## config.mk

```make
export PLATFORM = sky130hd
export DESIGN_NAME = ttt_auto_player_flat
export DESIGN_NICKNAME = d
export VERILOG_FILES = /design/src/rtl/tictactoe_pkg.sv /design/src/rtl/ttt_auto_player_if.sv /design/src/rtl/ttt_line_eval.sv /design/src/rtl/ttt_auto_player.sv /design/src/flat_wrapper.sv
export SDC_FILE = /design/constraint.sdc
export NUM_CORES = 1
export LEC_CHECK = 0
export ABC_AREA = 1
export ABC_CLOCK_PERIOD_IN_PS = 4900
export CAP_MARGIN = 20
export CELL_PAD_IN_SITES_DETAIL_PLACEMENT = 1
export CELL_PAD_IN_SITES_GLOBAL_PLACEMENT = 2
export CORE_MARGIN = 4
export CORE_UTILIZATION = 32
export CTS_CLUSTER_DIAMETER = 120
export CTS_CLUSTER_SIZE = 16
export DETAILED_ROUTE_END_ITERATION = 6
export GPL_ROUTABILITY_DRIVEN = 0
export PLACE_DENSITY_LB_ADDON = 0.1
export SLEW_MARGIN = 40
export SYNTH_ARGS = -nofsm -noshare
export SYNTH_HDL_FRONTEND = slang
export SYNTH_HIERARCHICAL = 1
export SYNTH_SLANG_ARGS = --single-unit
```

## constraint.sdc

```tcl
create_clock -name clk -period 4.9 [get_ports clk]
set_input_delay 0.98 -clock clk [delete_from_list [all_inputs] [get_ports clk]]
set_output_delay 0.98 -clock clk [all_outputs]
set_load 0.02 [all_outputs]
```

## src/rtl/tictactoe_pkg.sv

```systemverilog
// Shared constants for the tic-tac-toe auto player: line table, preference
// order, FSM state encoding and a one-hot helper.
package tictactoe_pkg;

    // Internal "no usable cell on this line" code; never reaches an output.
    localparam logic [3:0] CELL_NONE = 4'hF;

    // Columns, rows, then the two diagonals. Cells are row-major, 0 top-left.
    localparam logic [3:0] LINE_CELLS [8][3] = '{
        '{4'd0, 4'd3, 4'd6},
        '{4'd1, 4'd4, 4'd7},
        '{4'd2, 4'd5, 4'd8},
        '{4'd0, 4'd1, 4'd2},
        '{4'd3, 4'd4, 4'd5},
        '{4'd6, 4'd7, 4'd8},
        '{4'd0, 4'd4, 4'd8},
        '{4'd2, 4'd4, 4'd6}
    };

    // Fallback order: centre, corners, then edges.
    localparam logic [3:0] PREF_ORDER [9] = '{
        4'd4, 4'd0, 4'd2, 4'd6, 4'd8, 4'd1, 4'd3, 4'd5, 4'd7
    };

    typedef enum logic [2:0] {
        ST_IDLE, ST_SCAN_WIN, ST_SCAN_BLOCK, ST_SCAN_PREF,
        ST_DRIVE, ST_RELEASE, ST_WAIT_END, ST_NO_MOVE
    } ap_state_e;

    // One-hot of a cell index; indices above 8 give zero.
    function automatic logic [8:0] cell_onehot(input logic [3:0] idx);
        cell_onehot = (idx <= 4'd8) ? (9'd1 << idx) : 9'd0;
    endfunction

endpackage

```

## src/rtl/ttt_auto_player_if.sv

```systemverilog
// Game-side bus of the auto player: turn/grid status in, move/go out.
interface ttt_auto_player_if;
    logic       enable;
    logic       my_turn;
    logic       game_over;
    logic [8:0] x_grid;
    logic [8:0] o_grid;
    logic [8:0] move;
    logic       go;
    logic [3:0] move_idx;
    logic       busy;
    logic       no_move;

    // master: the auto player, which drives the move stream
    modport master (
        input  enable, my_turn, game_over, x_grid, o_grid,
        output move, go, move_idx, busy, no_move
    );

    // slave: control/datapath side consuming the move stream
    modport slave (
        output enable, my_turn, game_over, x_grid, o_grid,
        input  move, go, move_idx, busy, no_move
    );
endinterface

```

## src/rtl/ttt_line_eval.sv

```systemverilog
// Evaluates one three-cell line: does one side own exactly two cells, and
// which cell (if exactly one) is empty.
module ttt_line_eval
    import tictactoe_pkg::*;
(
    input  logic [3:0] c0,
    input  logic [3:0] c1,
    input  logic [3:0] c2,
    input  logic [8:0] mine,
    input  logic [8:0] theirs,
    output logic       two_mine,
    output logic       two_theirs,
    output logic [3:0] empty_idx
);
    logic [2:0] m, t, e;

    // Gather the three cells and classify the line.
    always_comb begin
        m          = {mine[c2], mine[c1], mine[c0]};
        t          = {theirs[c2], theirs[c1], theirs[c0]};
        e          = ~(m | t);
        two_mine   = ($countones(m) == 2);
        two_theirs = ($countones(t) == 2);
        empty_idx  = CELL_NONE;
        if ($countones(e) == 1)
            empty_idx = e[0] ? c0 : (e[1] ? c1 : c2);
    end
endmodule

```

## src/rtl/ttt_auto_player.sv

```systemverilog
// Computer opponent: scans a frozen grid snapshot for a win, then a block,
// then a preferred empty cell, and emulates a move + go press/release.
// All outputs are registered from the current state, so they trail the
// state register by one cycle.
module ttt_auto_player
    import tictactoe_pkg::*;
#(
    parameter bit SELF_IS_O      = 1'b1,
    parameter int GO_HOLD_CYCLES = 4,
    parameter int RELEASE_CYCLES = 2,
    parameter int CNT_W          = 4
) (
    input  logic              clk,
    input  logic              reset,
    ttt_auto_player_if.master bus
);
    ap_state_e        state, state_n;
    logic [3:0]       idx, idx_n;
    logic [3:0]       sel, sel_n;
    logic [CNT_W-1:0] cnt, cnt_n;
    logic [8:0]       snap_x, snap_o;
    logic             snap_ld;
    logic [8:0]       mine, theirs;
    logic             two_mine, two_theirs;
    logic [3:0]       empty_idx;
    logic [3:0]       pref_cell;
    logic             pref_empty;
    logic             abort;
    logic [CNT_W-1:0] cnt_inc;

    logic [8:0]       move_q;
    logic             go_q, busy_q, no_move_q;
    logic [3:0]       move_idx_q;

    assign mine    = SELF_IS_O ? snap_o : snap_x;
    assign theirs  = SELF_IS_O ? snap_x : snap_o;
    assign abort   = !bus.my_turn || bus.game_over || !bus.enable;
    assign cnt_inc = (cnt == '1) ? cnt : cnt + 1'b1;

    // Single evaluator, steered by the scan index.
    ttt_line_eval u_line (
        .c0        (LINE_CELLS[idx[2:0]][0]),
        .c1        (LINE_CELLS[idx[2:0]][1]),
        .c2        (LINE_CELLS[idx[2:0]][2]),
        .mine      (mine),
        .theirs    (theirs),
        .two_mine  (two_mine),
        .two_theirs(two_theirs),
        .empty_idx (empty_idx)
    );

    // Preference-table entry under the scan index and whether it is free.
    always_comb begin
        pref_cell  = (idx <= 4'd8) ? PREF_ORDER[idx] : CELL_NONE;
        pref_empty = (pref_cell <= 4'd8) && !(snap_x[pref_cell] || snap_o[pref_cell]);
    end

    // State, scan index, chosen cell, counter and snapshot registers.
    always_ff @(posedge clk or negedge reset) begin
        if (!reset) begin
            state  <= ST_IDLE;
            idx    <= '0;
            sel    <= '0;
            cnt    <= '0;
            snap_x <= '0;
            snap_o <= '0;
        end else begin
            state <= state_n;
            idx   <= idx_n;
            sel   <= sel_n;
            cnt   <= cnt_n;
            if (snap_ld) begin
                snap_x <= bus.x_grid;
                snap_o <= bus.o_grid;
            end
        end
    end

    // Next-state: win scan, block scan, preference scan, then drive/release.
    always_comb begin
        state_n = state;
        idx_n   = idx;
        sel_n   = sel;
        cnt_n   = cnt;
        snap_ld = 1'b0;
        case (state)
            ST_IDLE: begin
                if (bus.enable && bus.my_turn && !bus.game_over) begin
                    snap_ld = 1'b1;
                    idx_n   = '0;
                    state_n = ST_SCAN_WIN;
                end
            end
            ST_SCAN_WIN, ST_SCAN_BLOCK: begin
                if (abort) begin
                    state_n = ST_IDLE;
                end else if ((state == ST_SCAN_WIN ? two_mine : two_theirs)
                             && empty_idx != CELL_NONE) begin
                    sel_n   = empty_idx;
                    cnt_n   = '0;
                    state_n = ST_DRIVE;
                end else if (idx == 4'd7) begin
                    idx_n   = '0;
                    state_n = (state == ST_SCAN_WIN) ? ST_SCAN_BLOCK : ST_SCAN_PREF;
                end else begin
                    idx_n = idx + 4'd1;
                end
            end
            ST_SCAN_PREF: begin
                if (abort) begin
                    state_n = ST_IDLE;
                end else if (pref_empty) begin
                    sel_n   = pref_cell;
                    cnt_n   = '0;
                    state_n = ST_DRIVE;
                end else if (idx == 4'd8) begin
                    state_n = ST_NO_MOVE;
                end else begin
                    idx_n = idx + 4'd1;
                end
            end
            ST_DRIVE: begin
                if (abort) begin
                    state_n = ST_IDLE;
                end else if (cnt == CNT_W'(GO_HOLD_CYCLES - 1)) begin
                    cnt_n   = '0;
                    state_n = ST_RELEASE;
                end else begin
                    cnt_n = cnt_inc;
                end
            end
            // Not abortable: the datapath may already have latched the move.
            ST_RELEASE: begin
                if (cnt == CNT_W'(RELEASE_CYCLES - 1)) begin
                    cnt_n   = '0;
                    state_n = ST_WAIT_END;
                end else begin
                    cnt_n = cnt_inc;
                end
            end
            ST_WAIT_END: begin
                if (!bus.my_turn)
                    state_n = ST_IDLE;
            end
            ST_NO_MOVE: state_n = ST_IDLE;
            default:    state_n = ST_IDLE;
        endcase
    end

    // Registered outputs derived from the current state.
    always_ff @(posedge clk or negedge reset) begin
        if (!reset) begin
            move_q     <= '0;
            go_q       <= 1'b0;
            move_idx_q <= '0;
            busy_q     <= 1'b0;
            no_move_q  <= 1'b0;
        end else begin
            move_q     <= (state == ST_DRIVE || state == ST_RELEASE) ? cell_onehot(sel) : '0;
            move_idx_q <= (state == ST_DRIVE || state == ST_RELEASE) ? sel : '0;
            go_q       <= (state == ST_DRIVE);
            busy_q     <= (state != ST_IDLE);
            no_move_q  <= (state == ST_NO_MOVE);
        end
    end

    assign bus.move     = move_q;
    assign bus.go       = go_q;
    assign bus.move_idx = move_idx_q;
    assign bus.busy     = busy_q;
    assign bus.no_move  = no_move_q;
endmodule

```

## src/flat_wrapper.sv

```systemverilog
// flat-port wrapper written by rule: the top's interface ports become plain ports
module ttt_auto_player_flat import tictactoe_pkg::*;
#(
    parameter bit SELF_IS_O      = 1'b1,
    parameter int GO_HOLD_CYCLES = 4,
    parameter int RELEASE_CYCLES = 2,
    parameter int CNT_W          = 4
)
  (clk, reset, bus_enable, bus_my_turn, bus_game_over, bus_x_grid, bus_o_grid, bus_move, bus_go, bus_move_idx, bus_busy, bus_no_move);
  ttt_auto_player_if bus_i ();
  input  logic clk;
  input  logic reset;
  input wire logic [$bits(bus_i.enable)-1:0] bus_enable;
  input wire logic [$bits(bus_i.my_turn)-1:0] bus_my_turn;
  input wire logic [$bits(bus_i.game_over)-1:0] bus_game_over;
  input wire logic [$bits(bus_i.x_grid)-1:0] bus_x_grid;
  input wire logic [$bits(bus_i.o_grid)-1:0] bus_o_grid;
  output wire logic [$bits(bus_i.move)-1:0] bus_move;
  output wire logic [$bits(bus_i.go)-1:0] bus_go;
  output wire logic [$bits(bus_i.move_idx)-1:0] bus_move_idx;
  output wire logic [$bits(bus_i.busy)-1:0] bus_busy;
  output wire logic [$bits(bus_i.no_move)-1:0] bus_no_move;
  assign bus_i.enable = bus_enable;
  assign bus_i.my_turn = bus_my_turn;
  assign bus_i.game_over = bus_game_over;
  assign bus_i.x_grid = bus_x_grid;
  assign bus_i.o_grid = bus_o_grid;
  assign bus_move = bus_i.move;
  assign bus_go = bus_i.go;
  assign bus_move_idx = bus_i.move_idx;
  assign bus_busy = bus_i.busy;
  assign bus_no_move = bus_i.no_move;
  ttt_auto_player #(.SELF_IS_O(SELF_IS_O), .GO_HOLD_CYCLES(GO_HOLD_CYCLES), .RELEASE_CYCLES(RELEASE_CYCLES), .CNT_W(CNT_W)) u_core (.clk(clk), .reset(reset), .bus(bus_i));
endmodule
```

==> reports/metrics.cfg, run 1 <==
[floorplanning]
die_w_um=112
start_util_pct=33.1
num_rows=37
core_area_um2=10400
die_area_um2=12500
ios=39
die_h_um=112

[worst_setup_path]
critPathCaptureType=flop
crit_buf_inv=4
crit_chain=inv_1, ha_1, inv_2, o21ai_1, buf_4, inv_2, a21oi_1, o21ai_0, nand3_1, nand3_1, o21ai_1, nor2_1, fa_1, nand2_1, a21oi_1, nand2_1, nand4_1, nand2_1, nor2_2, nor2_1, a21oi_4, nand2_2, nand2_1, nand2_1
crit_slowest_cell=fa_1
worstReg2RegStart=u_core/idx[0]
r2r_slack_ns=0.88
cp.arrival_ns=4.22
worstRegToRegCells=24
slowest_delay_ns=0.52
cp_max_fo=24
crit_path_start_kind=flop
critical_path_required_ns=5.10
path_common_cell=nand2_1
cp_top_family=simple AND/OR/NAND/NOR gates
critPathKind=flop to flop
r2r_end=u_core/sel[0]

[clock_tree]
cts_hold_repair.buffers=0
cts_tree=yes
clk_latency_ns=0.31
cts-htree-levels=2
cts_sinks=49
clock_tree.root_cell=clkbuf_8
cts-resized-gates=0
path_clk_slew_ns=0.11
postCtsSetupBuffers=0
cts_buffer_depth=2
cts_inserted_buffers=5

[timing]
clock_skew_ns=0.00827
rsz0062_at_grt=false
fin_crit_sh_pct=82.0
setup-violations-final=0
setup_tns_ns=0
fin_crit_ns=4.02
relSlewSlack_pct=53.8
worstMarginPinSlew_ns=0.685
fmax_mhz=249
finalHoldViolCount=0
drv_slew=0

[hold_path]
hold_depth=2
whs_endpoint=u_core/sel[2]
holdCritPathClass=flop to flop
min_from=u_core/sel[2]

[route]
routed_wl_um=10400
vias=3214
route.antenna.remaining_nets=0
via_per_inst=4.90
drc_errors=0
drt_pass1_iterations=4
drtIter0Drc=113
wl_per_cell_um=15.9

[synth]
synthDominantCellAreaShare_pct=35.6
ys_dominant_reg_cell=dfrtp_1
ys_top_cells_by_area=dfrtp_1 (36%), nand2_1 (13%), nand3_1 (8.4%)
synth_async_sr_flop_share_pct=100
synth_area_leader_cell=dfrtp_1
yosys_register_bits=49
syn_inst=475
synth_warnings=6
synth_edf_count=0
syn-cell-area_um2=3450
synth.distinct_cells=35
syn_avg_cell_area_um2=7.26
yosysSeqAreaShare_pct=35.6

[layout]
final_common_cell=nand2_1
drive_gt1_share_pct=12.1
layout.cells.non_filler=656
nNetsFinal=553
final_cell_mix=nand2_1 (118), inv_1 (63), nand3_1 (58)
flow.area_growth_from_synthesis_pct=18.0
diodes=0

[global_routing]
grt_overflow_total=0
grt_pass1_wl_um=17400
grt_pass1_vias=3378
antenna_found_initial=0
grt_max_degree=50
grt_usage_pct=17.0

[placement]
port_buffers=38
dp.final_hpwl_um=8530
placedCellCount=648

[job]
drv_cap=0

[status]
status=complete, no violations

==> cell families after synthesis <==
family / count (synthesis) / share of synthesized area [%]
DFF: 49 / 35.6
AOI/OAI and AO/OA: 61 / 10.1
and+or+nand+nor: 256 / 33.9
other: 1 / 0.109
buffers and inverters: 77 / 9.22
muxes: 18 / 5.88
adders and majority gates: 11 / 4.65
xor gates and xnor gates: 2 / 0.508
==> cell type report <==
cell class / count / area [µm²]
Clock buffer: 5 / 68.8
Clock inverter: 3 / 26.3
Fill cell: 1335 / 6350
Inverter: 71 / 267
Multi-Input combinational cell: 351 / 1910
Sequential cell: 49 / 1230
Tap cell: 136 / 170
Timing Repair Buffer: 41 / 400
==> sequential cells by signal, indices dropped and copies added, names as in the netlist <==
register and flops:
u_core/bus.no_move 1, u_core/state 3, u_core/snap_x 9, u_core/sel 4, u_core/bus.move 9, u_core/bus.busy 1
u_core/mine 9, u_core/cnt 4, u_core/bus.move_idx 4, u_core/idx 4, u_core/bus.go 1
==> per-stage QoR <==
step                cell area (µm²)  util (%)  hold WS (ns)  worst slack [ns]
CTS                            4070      39.1         0.490             0.872
floorplan                      3450         -         0.442              1.15
detailed placement             3970      38.2         0.463             0.908
finish                         4070      39.1         0.487             0.882
global route                   4070      39.1         0.512             0.430
global placement               3970      38.1         0.463             0.965
==> tightest hold or removal path, delay by kind of cell (launching register included) <==
kind	cells	cell delay, ns
DFF	1	0.36
and+or+nand+nor	2	0.10
==> layer usage <==
metal | vias to the layer above | GRT usage [%] | part of all wire, %
li1 | 1623 | - | -
met1 | 1549 | 24.6 | 51
met2 | 36 | 27.7 | 46
met3 | 6 | 2.12 | 2.7
met4 | 0 | 2.84 | 0.70
met5 | - | 0 | 0
==> synth_stat cells (2+ instances only) <==
cell / instances
dfrtp_1: 49
nor2_4: 3
nand3_1: 58
nor3_1: 5
o21ai_0: 24
xor2_1: 2
a21oi_1: 21
inv_2: 8
nand4_1: 7
buf_6: 3
o211ai_1: 4
nand3_2: 2
ha_1: 8
a31oi_1: 3
buf_2: 2
o21ai_1: 4
nor2_1: 43
nor2_2: 5
nand2_1: 118
nand2_2: 10
fa_1: 3
mux2_2: 18
inv_1: 63
==> worst max path at each step <==
stage	startpoint	to	slack, ns	cells after the start
3_5_place_dp	u_core/idx[2]	u_core/sel[0]	0.91	20
2_1_floorplan	u_core/idx[0]	u_core/sel[3]	1.15	24
3_3_place_gp	u_core/idx[0]	u_core/sel[0]	0.97	24
5_1_grt	u_core/idx[0]	u_core/sel[0]	0.43	24
6_report	u_core/idx[0]	u_core/sel[0]	0.88	24
4_1_cts	u_core/idx[2]	u_core/sel[0]	0.87	20
Power of run 1 is left out: the tool's default activity adds up to more than one toggle a clock period on the data nets, which glitch-free logic cannot reach.
==> inputs of run 2 (changes only) <==
--- a/config.mk
+++ b/config.mk
@@ -6,12 +6,12 @@
 export NUM_CORES = 1
 export LEC_CHECK = 0
 export ABC_AREA = 1
-export ABC_CLOCK_PERIOD_IN_PS = 4900
+export ABC_CLOCK_PERIOD_IN_PS = 3400
 export CAP_MARGIN = 20
 export CELL_PAD_IN_SITES_DETAIL_PLACEMENT = 1
 export CELL_PAD_IN_SITES_GLOBAL_PLACEMENT = 2
 export CORE_MARGIN = 4
-export CORE_UTILIZATION = 32
+export CORE_UTILIZATION = 29
 export CTS_CLUSTER_DIAMETER = 120
 export CTS_CLUSTER_SIZE = 16
 export DETAILED_ROUTE_END_ITERATION = 6
==> constraint.sdc (replaced) <==
create_clock -name clk -period 3.4 [get_ports clk]
set_input_delay 0.68 -clock clk [delete_from_list [all_inputs] [get_ports clk]]
set_output_delay 0.68 -clock clk [all_outputs]
set_load 0.02 [all_outputs]
==> reports/metrics.cfg, run 2 (synthesis results as in run 1) <==
[timing]
fin_crit_sh_pct=106  ; was 82.0%
relSlewSlack_pct=53.1  ; was 53.8%
finalHoldViolCount=0  ; unchanged
setup_slack_ns=-0.212  ; was 0.882 ns
fin_crit_ns=3.61  ; was 4.02 ns
worstMarginPinSlew_ns=0.696  ; was 0.685 ns
fmax_mhz=277  ; was 249 MHz
hold_ws_ns=0.336  ; was 0.487 ns
clock_skew_ns=0.00773  ; was 0.00827 ns
rsz0062_at_grt=true  ; was false
drv_slew=0  ; unchanged
setup-violations-final=15  ; was 0

[floorplanning]
die_h_um=117  ; was 112 µm
start_util_pct=29.9  ; was 33.1%
die_area_um2=13700  ; was 12500 µm²
die_w_um=117  ; was 112 µm
ios=39  ; unchanged
core_area_um2=11500  ; was 10400 µm²
num_rows=39  ; was 37

[worst_setup_path]
startpoint=u_core/idx[0]  ; unchanged
critPathCapture=u_core/state[2]  ; was u_core/sel[0]
critPathCaptureType=flop  ; unchanged
cp_max_fo=8  ; was 24
r2r_end=u_core/state[2]  ; was u_core/sel[0]
cp.arrival_ns=3.84  ; was 4.22 ns
crit_path_start_kind=flop  ; unchanged
critical_path_required_ns=3.63  ; was 5.10 ns
critPathKind=flop to flop  ; unchanged
worstReg2RegStart=u_core/idx[0]  ; unchanged
worstRegToRegCells=25  ; was 24
r2r_slack_ns=-0.21  ; was 0.88 ns

[layout]
diodes=0  ; unchanged
nFillCells=1400  ; was 1335
final_common_cell=nand2_1  ; unchanged
final-seq-area_um2=1230  ; about the same
multi_input_area_um2=2150  ; was 1910 µm²
final_cell_mix=nand2_1 (101), inv_1 (60), buf_4 (55)  ; was nand2_1 (118), inv_1 (63), nand3_1 (58)
flow.area_growth_from_synthesis_pct=40.0  ; was 18.0%
final_cell_area_um2=4830  ; was 4070 µm²
drive_gt1_share_pct=29.9  ; was 12.1%
nNetsFinal=612  ; was 553

[global_routing]
grt_max_degree=36  ; was 50
grt_overflow_total=0  ; unchanged
antenna_found_initial=0  ; unchanged
grt_usage_pct=18.3  ; was 17.0%
grt_pass1_wl_um=19100  ; was 17400 µm
grt_pass1_vias=3737  ; was 3378

[clock_tree]
cts_sinks=49  ; unchanged
clk_latency_ns=0.30  ; was 0.31 ns
cts_tree=yes  ; unchanged
cts_buffer_depth=2  ; unchanged
cts_inserted_buffers=5  ; unchanged
cts-htree-levels=2  ; unchanged
path_clk_slew_ns=0.07  ; was 0.11 ns
clock_tree.root_cell=clkbuf_16  ; was clkbuf_8

[placement]
placed_area_um2=4320  ; was 3970 µm²
port_buffers=38  ; unchanged
dp.final_hpwl_um=9140  ; was 8530 µm

[route]
drt_pass1_iterations=4  ; unchanged
route.antenna.remaining_nets=0  ; unchanged
wl_per_cell_um=16.1  ; was 15.9 µm
vias=3496  ; was 3214
drtIter0Drc=155  ; was 113
via_per_inst=4.84  ; was 4.90
routed_wl_um=11600  ; was 10400 µm
drc_errors=0  ; unchanged

[status]
status=complete, but fails checks  ; was complete, no violations
violations=negative setup slack

[hold_path]
holdCritPathClass=primary input to asynchronous set/reset pin  ; was flop to flop

[job]
drv_cap=0  ; unchanged

[run 2: cell count changes in the layout (fill, tap and decap cells not counted), sizes merged]
cell      delta
buf         +58
clkinvlp     +2
a21oi        +1
inv          -2
[run 2: worst min path at each step]
stage	start	endpoint	slack (ns)	depth (start not counted)
CTS	reset	u_core/mine[4]	0.36	1
floorplan	reset	u_core/bus.busy	0.38	0
global route	reset	u_core/snap_x[2]	0.37	1
detailed placement	u_core/sel[2]	u_core/sel[2]	0.47	2
global placement	u_core/sel[2]	u_core/sel[2]	0.47	2
finish	reset	u_core/snap_x[2]	0.34	1
[run 2: metal layers]
layer  GRT usage (%)  vias up  part of all wire [%]
li1                -     1748                     -
met1            24.9     1692                    48
met2            29.3       37                    47
met3            3.08       19                   2.1
met4            6.42        0                   2.4
met5               0        -                     0
[run 2: what timing repair did]
item | CTS | global route
gates cloned | 1 | 0
buffers inserted | 13 | 1
hold buffers | 0 | 0
gates resized for setup | 45 | 26
pin swaps | 26 | 18
endpoints found under the setup margin | 15 | 15
[run 2: layout make-up]
type / instances / share of cell area [%]
multi-input combinational: 352 / 44.5
sequential: 49 / 25.4
timing repair buffer: 99 / 17.7
inverter: 71 / 5.60
tap: 143 / 3.71
clock buffer: 5 / 2.59
clock inverter: 3 / 0.467
[run 2: per-stage QoR]
stage / std cells / util [%] / setup TNS, ns / setup WS, ns
final: 722 / 41.9 / -2.50 / -0.212
after global routing: 722 / 41.9 / -6.68 / -0.498
after CTS: 721 / 41.1 / -1.91 / -0.162
after detailed placement: 699 / 37.5 / -4.52 / -0.339
after global placement: 699 / 37.5 / -2.09 / -0.176
after floorplan: 477 / - / 0 / 0.0356
[run 2: critical path, stage by stage, from the launching register on]
cell and delay (ns):
dfrtp_2 0.45, buf_6 0.14, ha_4 0.14, o21ai_2 0.13
buf_6 0.15, clkinvlp_4 0.22, nand2_2 0.14, nand3_4 0.08
nand3_2 0.08, nand3_2 0.09, nand2_2 0.09, nor2_4 0.05
fa_1 0.53, nand2_2 0.11, a21oi_2 0.13, nand2_1 0.09
nand4_1 0.11, nand2_2 0.08, nor2_4 0.15, buf_6 0.13
nor4_4 0.03, nor2_2 0.15, nand2_2 0.10, inv_2 0.07
nand2_1 0.04, o21ai_1 0.07
Power of run 2 is left out for the same reason.
==> inputs of run 3 (changes only) <==
--- a/config.mk
+++ b/config.mk
@@ -12,7 +12,6 @@
 export CELL_PAD_IN_SITES_GLOBAL_PLACEMENT = 2
 export CORE_MARGIN = 4
 export CORE_UTILIZATION = 29
-export CTS_CLUSTER_DIAMETER = 120
 export CTS_CLUSTER_SIZE = 16
 export DETAILED_ROUTE_END_ITERATION = 6
 export GPL_ROUTABILITY_DRIVEN = 0
==> results of run 3 <==
The final DEF is identical to that of run 2; final timing and power are the same.
Power of run 3 is left out for the same reason.
